## src/rtl/axi_line_write.sv

```systemverilog
// AXI4 write master: writes one image line (TRANSACTION_NUM INCR bursts of BURST_LEN beats) per wr_en.
// Define AXI_WR_ERR_CNT_EN to enable the saturating bresp error counter on err_cnt.

module axi_line_write #(
  parameter int ADDR_W          = 29,
  parameter int BURST_LEN       = 240,
  parameter int TRANSACTION_NUM = 2,
  parameter int ADDR_STEP       = 960,
  parameter int BASE_ADDR       = 0
) (
  input  logic              clk_i,
  input  logic              rst,
  input  logic              wr_en,
  input  logic              frame_start,
  input  logic [31:0]       din,
  input  logic              din_valid,
  output logic              din_ready,
  output logic              axi_awid,
  output logic [ADDR_W-1:0] axi_awaddr,
  output logic [7:0]        axi_awlen,
  output logic [2:0]        axi_awsize,
  output logic [1:0]        axi_awburst,
  output logic [3:0]        axi_awcache,
  output logic [2:0]        axi_awprot,
  output logic [3:0]        axi_awqos,
  output logic              axi_awlock,
  output logic              axi_awvalid,
  input  logic              axi_awready,
  output logic [31:0]       axi_wdata,
  output logic [3:0]        axi_wstrb,
  output logic              axi_wlast,
  output logic              axi_wvalid,
  input  logic              axi_wready,
  input  logic [1:0]        axi_bresp,
  input  logic              axi_bvalid,
  output logic              axi_bready,
  output logic              busy,
  output logic              wr_done,
  output logic [7:0]        err_cnt
);

  localparam int BEAT_W  = (BURST_LEN > 1) ? $clog2(BURST_LEN) : 1;
  localparam int BURST_W = (TRANSACTION_NUM > 1) ? $clog2(TRANSACTION_NUM) : 1;
  localparam logic [BEAT_W-1:0]  LAST_BEAT  = BEAT_W'(BURST_LEN - 1);
  localparam logic [BURST_W-1:0] LAST_BURST = BURST_W'(TRANSACTION_NUM - 1);
  localparam logic [ADDR_W-1:0]  BASE       = ADDR_W'(BASE_ADDR);
  localparam logic [ADDR_W-1:0]  STEP       = ADDR_W'(ADDR_STEP);

  typedef enum logic [2:0] {
    S_IDLE = 3'd0,
    S_AW   = 3'd1,
    S_W    = 3'd2,
    S_B    = 3'd3,
    S_DONE = 3'd4
  } state_t;

  state_t              state;
  state_t              state_next;
  logic [BEAT_W-1:0]   beat_cnt;
  logic [BURST_W-1:0]  burst_cnt;
  logic [ADDR_W-1:0]   addr_reg;
  logic                fs_pend;
  logic                aw_hs;
  logic                w_hs;
  logic                b_hs;
  logic                last_beat;

  assign aw_hs     = (state == S_AW) && axi_awready;
  assign w_hs      = (state == S_W) && din_valid && axi_wready;
  assign b_hs      = (state == S_B) && axi_bvalid;
  assign last_beat = (beat_cnt == LAST_BEAT);

  always_ff @(posedge clk_i) begin
    if (rst) begin
      state <= S_IDLE;
    end else begin
      state <= state_next;
    end
  end

  always_comb begin
    state_next = state;
    case (state)
      S_IDLE: begin
        if (wr_en) state_next = S_AW;
        else       state_next = S_IDLE;
      end
      S_AW: begin
        if (axi_awready) state_next = S_W;
        else             state_next = S_AW;
      end
      S_W: begin
        if (w_hs && last_beat) state_next = S_B;
        else                   state_next = S_W;
      end
      S_B: begin
        if (!axi_bvalid)                   state_next = S_B;
        else if (burst_cnt == LAST_BURST)  state_next = S_DONE;
        else                               state_next = S_AW;
      end
      S_DONE:  state_next = S_IDLE;
      default: state_next = S_IDLE;
    endcase
  end

  always_ff @(posedge clk_i) begin
    if (rst) begin
      beat_cnt  <= '0;
      burst_cnt <= '0;
    end else begin
      if ((state == S_IDLE) && wr_en) begin
        beat_cnt  <= '0;
        burst_cnt <= '0;
      end
      if (w_hs) beat_cnt <= last_beat ? '0 : beat_cnt + 1'b1;
      if (b_hs) burst_cnt <= burst_cnt + 1'b1;
    end
  end

  // A frame_start seen mid-line is held and applied as the line returns to IDLE.
  always_ff @(posedge clk_i) begin
    if (rst) begin
      addr_reg <= BASE;
      fs_pend  <= 1'b0;
    end else if (state == S_IDLE) begin
      fs_pend <= 1'b0;
      if (frame_start) addr_reg <= BASE;
    end else if (state == S_DONE) begin
      fs_pend <= 1'b0;
      if (frame_start || fs_pend) addr_reg <= BASE;
    end else begin
      if (frame_start) fs_pend <= 1'b1;
      if (aw_hs)       addr_reg <= addr_reg + STEP;
    end
  end

  assign axi_awid    = 1'b0;
  assign axi_awprot  = 3'b000;
  assign axi_awqos   = 4'b0000;
  assign axi_awlock  = 1'b0;
  assign axi_awvalid = (state == S_AW);
  assign axi_awaddr  = (state == S_IDLE) ? '0 : addr_reg;
  assign axi_awlen   = (state == S_IDLE) ? 8'd0 : 8'(BURST_LEN - 1);
  assign axi_awsize  = (state == S_IDLE) ? 3'b000 : 3'b010;
  assign axi_awburst = (state == S_IDLE) ? 2'b00 : 2'b01;
  assign axi_awcache = (state == S_IDLE) ? 4'b0000 : 4'b0011;

  // The W channel is a direct pass-through of the pixel stream so no beat is ever buffered.
  assign axi_wdata  = din;
  assign axi_wstrb  = 4'hF;
  assign axi_wvalid = (state == S_W) && din_valid;
  assign axi_wlast  = (state == S_W) && last_beat;
  assign din_ready  = (state == S_W) && axi_wready;
  assign axi_bready = (state == S_B);
  assign busy       = (state != S_IDLE);
  assign wr_done    = (state == S_DONE);

`ifdef AXI_WR_ERR_CNT_EN
  logic [7:0] err_cnt_r;

  always_ff @(posedge clk_i) begin
    if (rst) begin
      err_cnt_r <= 8'd0;
    end else if (b_hs && (axi_bresp != 2'b00) && (err_cnt_r != 8'hFF)) begin
      err_cnt_r <= err_cnt_r + 8'd1;
    end else begin
      err_cnt_r <= err_cnt_r;
    end
  end

  assign err_cnt = err_cnt_r;
`else
  logic unused_bresp;
  assign unused_bresp = ^axi_bresp;
  assign err_cnt      = 8'd0;
`endif

endmodule

```

## config.mk

```make
export PLATFORM = sky130hd
export DESIGN_NAME = axi_line_write
export DESIGN_NICKNAME = d
export VERILOG_FILES = /design/src/rtl/axi_line_write.sv
export SDC_FILE = /design/constraint.sdc
export NUM_CORES = 1
export LEC_CHECK = 0
export ABC_CLOCK_PERIOD_IN_PS = 5000
export BUFFER_PORTS_ARGS = -buffer_cell sky130_fd_sc_hd__buf_2
export CELL_PAD_IN_SITES_DETAIL_PLACEMENT = 1
export CELL_PAD_IN_SITES_GLOBAL_PLACEMENT = 2
export CORE_MARGIN = 2
export CORE_UTILIZATION = 26
export CTS_BUF_LIST = sky130_fd_sc_hd__clkbuf_8
export DETAILED_ROUTE_END_ITERATION = 12
export GPL_TIMING_DRIVEN = 0
export PLACE_DENSITY_LB_ADDON = 0.1
export SYNTH_ARGS = -nofsm -noshare
export SYNTH_HDL_FRONTEND = slang
export SYNTH_SLANG_ARGS = --single-unit
```

## constraint.sdc

```tcl
create_clock -name clk_i -period 5 [get_ports clk_i]
set_input_delay 0.25 -clock clk_i [delete_from_list [all_inputs] [get_ports clk_i]]
set_output_delay 0.25 -clock clk_i [all_outputs]
set_load 0.005 [all_outputs]
```

==> results.toml <==
[run_status]
outcome = "complete, no violations"

[cells_and_area]
post-route-cell-area_sq_um = 3450
largest_register_ffs = 23
final_layout_size_suffix_gt1_frac = 0.376
final_common_cell = "buf_2"
area.sequential_sq_um = 721
multi_input_comb_area_sq_um = 1400
inserted_diodes = 0
design.final.nets = 500
leading_cell_types_in_the_layout_fill_and_taps_excluded = "buf_2, buf_4, dfxtp_1, conb_1, a21oi_1"
num-fill-cells = 1299
area.growth.synth_to_final_pct = 29.1

[detailed_routing]
vias_per_cell = 4.45
route.vias.total = 2638
m1_wl_mm = 3.17
drt_wl_total_mm = 7.39
sum_of_met3_wire_segment_lengths_after_detailed_routing_um = 418
drt_first_pass_iters = 4
met2_length_mm = 3.77
drt-wirelength-per-cell_um = 12.5
drt_first_iter_violations = 72
drc = 0
antenna_left = 0
top_signal_layer_used = "met4"

[grt]
global_route_wire_length_before_repair_mm = 11.8
grt_max_degree = 13
globalRoute.totalOverflow = 0
grtUsageTotal = 0.129
first_global_vias = 2426
grt_antenna_before_repair = 0

[sta]
worst_pin_slew_ns = 1.16
finalSetupViolCount = 0
max_freq_mhz = 324
grt_setup_unrepaired = "false"
hold_violations = 0
timing.max_slew.rel_slack = 0.228
setup_total_negative_slack_ns = 0
layout_worst_path_cycle_share = 0.618
slew_viol_final = 0
fin_worst_hold_slack_ns = 0.234
fin_worst_skew_ns = 0.00407
shortest_clock_period_the_worst_path_allows_after_layout_ns = 3.09

[cts]
cts_num_sinks = 36
numCtsBuffers = 5
worst_skew_pair.late_latency_ns = 0.28
number_of_instances_resized_during_post_cts_repair = 0
cts_setup_buffers = 0
clock_tree.buffer_depth = 2
ctsHoldBuffers = 0
tritoncts = "yes"
clk_root_buffer_cell = "clkbuf_8"
clock_tree.htree_level_count = 2
clk_pin_slew_ns = 0.08

[die]
area_of_the_core_region_sq_um = 10100
dieArea_sq_um = 11100
die-width_um = 105
dieHeight_um = 105
top_level_ports = 148
start_util = 0.264
fp-row-count = 37

[synthesis]
netlist_area_sq_um = 2680
synth_sequential_area_ratio = 0.269
cells_after_synth = 339
post_synth.cell_area_avg_sq_um = 7.89
ys_async_sr_fraction = 0
synth_cell_types = 49
synth-main-ff-cell = "dfxtp_1"
synth.ff_latch_count = 36
synth-warning-count = 0
synth_edf_count = 0

[place]
place.detailed.hpwl_mm = 5.91
placed_area_sq_um = 3360
routabilityCongestion = 0.766
portBuffers = 79

[job]
max_cap_viol_count = 0

[worst_setup_path]
max_stage_delay_ns = 0.90
crit_fanout = 12
crit_path_end_kind = "output pin"
worst_ep_required_time_ns = 4.75
crit_slowest_cell = "nor3_1"
regToRegSetupSlack_ns = 2.74
critPathArrivalTime_ns = 2.84
setup.worst_path.start_class = "flop"
cp_cell_sequence = "clkbuf_1 > nor3_1 > clkbuf_1 > inv_1 > buf_4 > buf_2"
critPathMostFrequentCell = "clkbuf_1"
setup.worst_path.class = "reg -> out"

[power]
power_per_cell_area_nw_per_um2 = 204
ir_worst_vdd_mv = 0.0994
leakagePower_nw = 1.59

[hold_path]
hp-class = "in -> reg"
## stage by stage
step / std cells / util / setup slack [ns] / total power, W
CTS: 593 / 0.340 / 1.77 / 0.000717
detailed placement: 585 / 0.331 / 2.10 / 0.000496
global route: 593 / 0.341 / 1.58 / 0.000749
finish: 593 / 0.341 / 1.91 / 0.000705
global placement: 585 / 0.331 / 2.12 / 0.000494
floorplan: 370 / - / 3.04 / 0.000433
## report_power, final
group | switching [W] | internal (W)
combinational | 0.0000974 | 0.0000910
sequential | 0.00000743 | 0.000292
clock | 0.000109 | 0.000109
total | 0.000214 | 0.000491
## area by class of cell
class,instances,area share
inverter,11,0.0120
timing repair buffer,79,0.114
multi-input combinational,233,0.405
tap,136,0.0493
sequential,36,0.209
clock buffer,6,0.0239
buffer,90,0.184
clock inverter,2,0.00217
## cell usage after synthesis (all sizes together) (3+ instances only)
library cell  number  area (sq um)
buf               81           602
dfxtp             36           721
a21oi             22           110
nand2             20          75.1
nor2b             19           119
nor2              15          56.3
inv               11          41.3
nor3              11          55.1
nand3             10          50.1
or4               10          75.1
clkbuf             9          33.8
o31ai              9          67.6
mux2i              8          80.1
nand2b             8          57.6
o21ai              7          35.0
nor4               6          37.5
or3                6          37.5
and3               5          31.3
nand4              5          37.5
a21o               4          30.0
a311oi             4          35.0
nand3b             4          30.0
a211oi             3          35.0
## worst max-delay path, delay by kind of cell (launching register included)
kind	cells	cell delay [ns]
buf+inv	5	1.29
simple gates	1	0.90
flops	1	0.37
## routing by layer
| metal | vias to the layer above | global-route usage |
|---|---|---|
| met5 | - | 0 |
| met4 | 0 | 0.0238 |
| met3 | 6 | 0.0260 |
| met2 | 79 | 0.229 |
| met1 | 1234 | 0.161 |
| li1 | 1319 | - |
## final timing paths
check,to,start,depth (start not counted)
worst max-delay path,axi_awlen[0],state[1]$_SDFF_PP0_,6
worst min-delay path,state[2]$_SDFF_PP0_,axi_bvalid,3
worst max register to register,addr_reg[10]$_SDFFE_PP0P_,addr_reg[6]$_SDFFE_PP0P_,6
worst min register to register,addr_reg[28]$_SDFFE_PP0P_,addr_reg[28]$_SDFFE_PP0P_,2
## kinds of logic (layout without fill, tap and decap cells)
| family | after synthesis | in the layout | share of synthesized area |
|---|---|---|---|
| AO/OA/AOI/OAI | 60 | 60 | 0.151 |
| XOR/XNOR | 1 | 1 | 0.00327 |
| adder cells (fa/ha/maj) | 2 | 2 | 0.00935 |
| buffers and inverters | 101 | 188 | 0.253 |
| flip-flops | 36 | 36 | 0.269 |
| multiplexers | 8 | 8 | 0.0299 |
| other | 2 | 33 | 0.00281 |
| AND/OR/NAND/NOR | 129 | 129 | 0.281 |
Note: power is estimated with default switching activity, not from simulation.
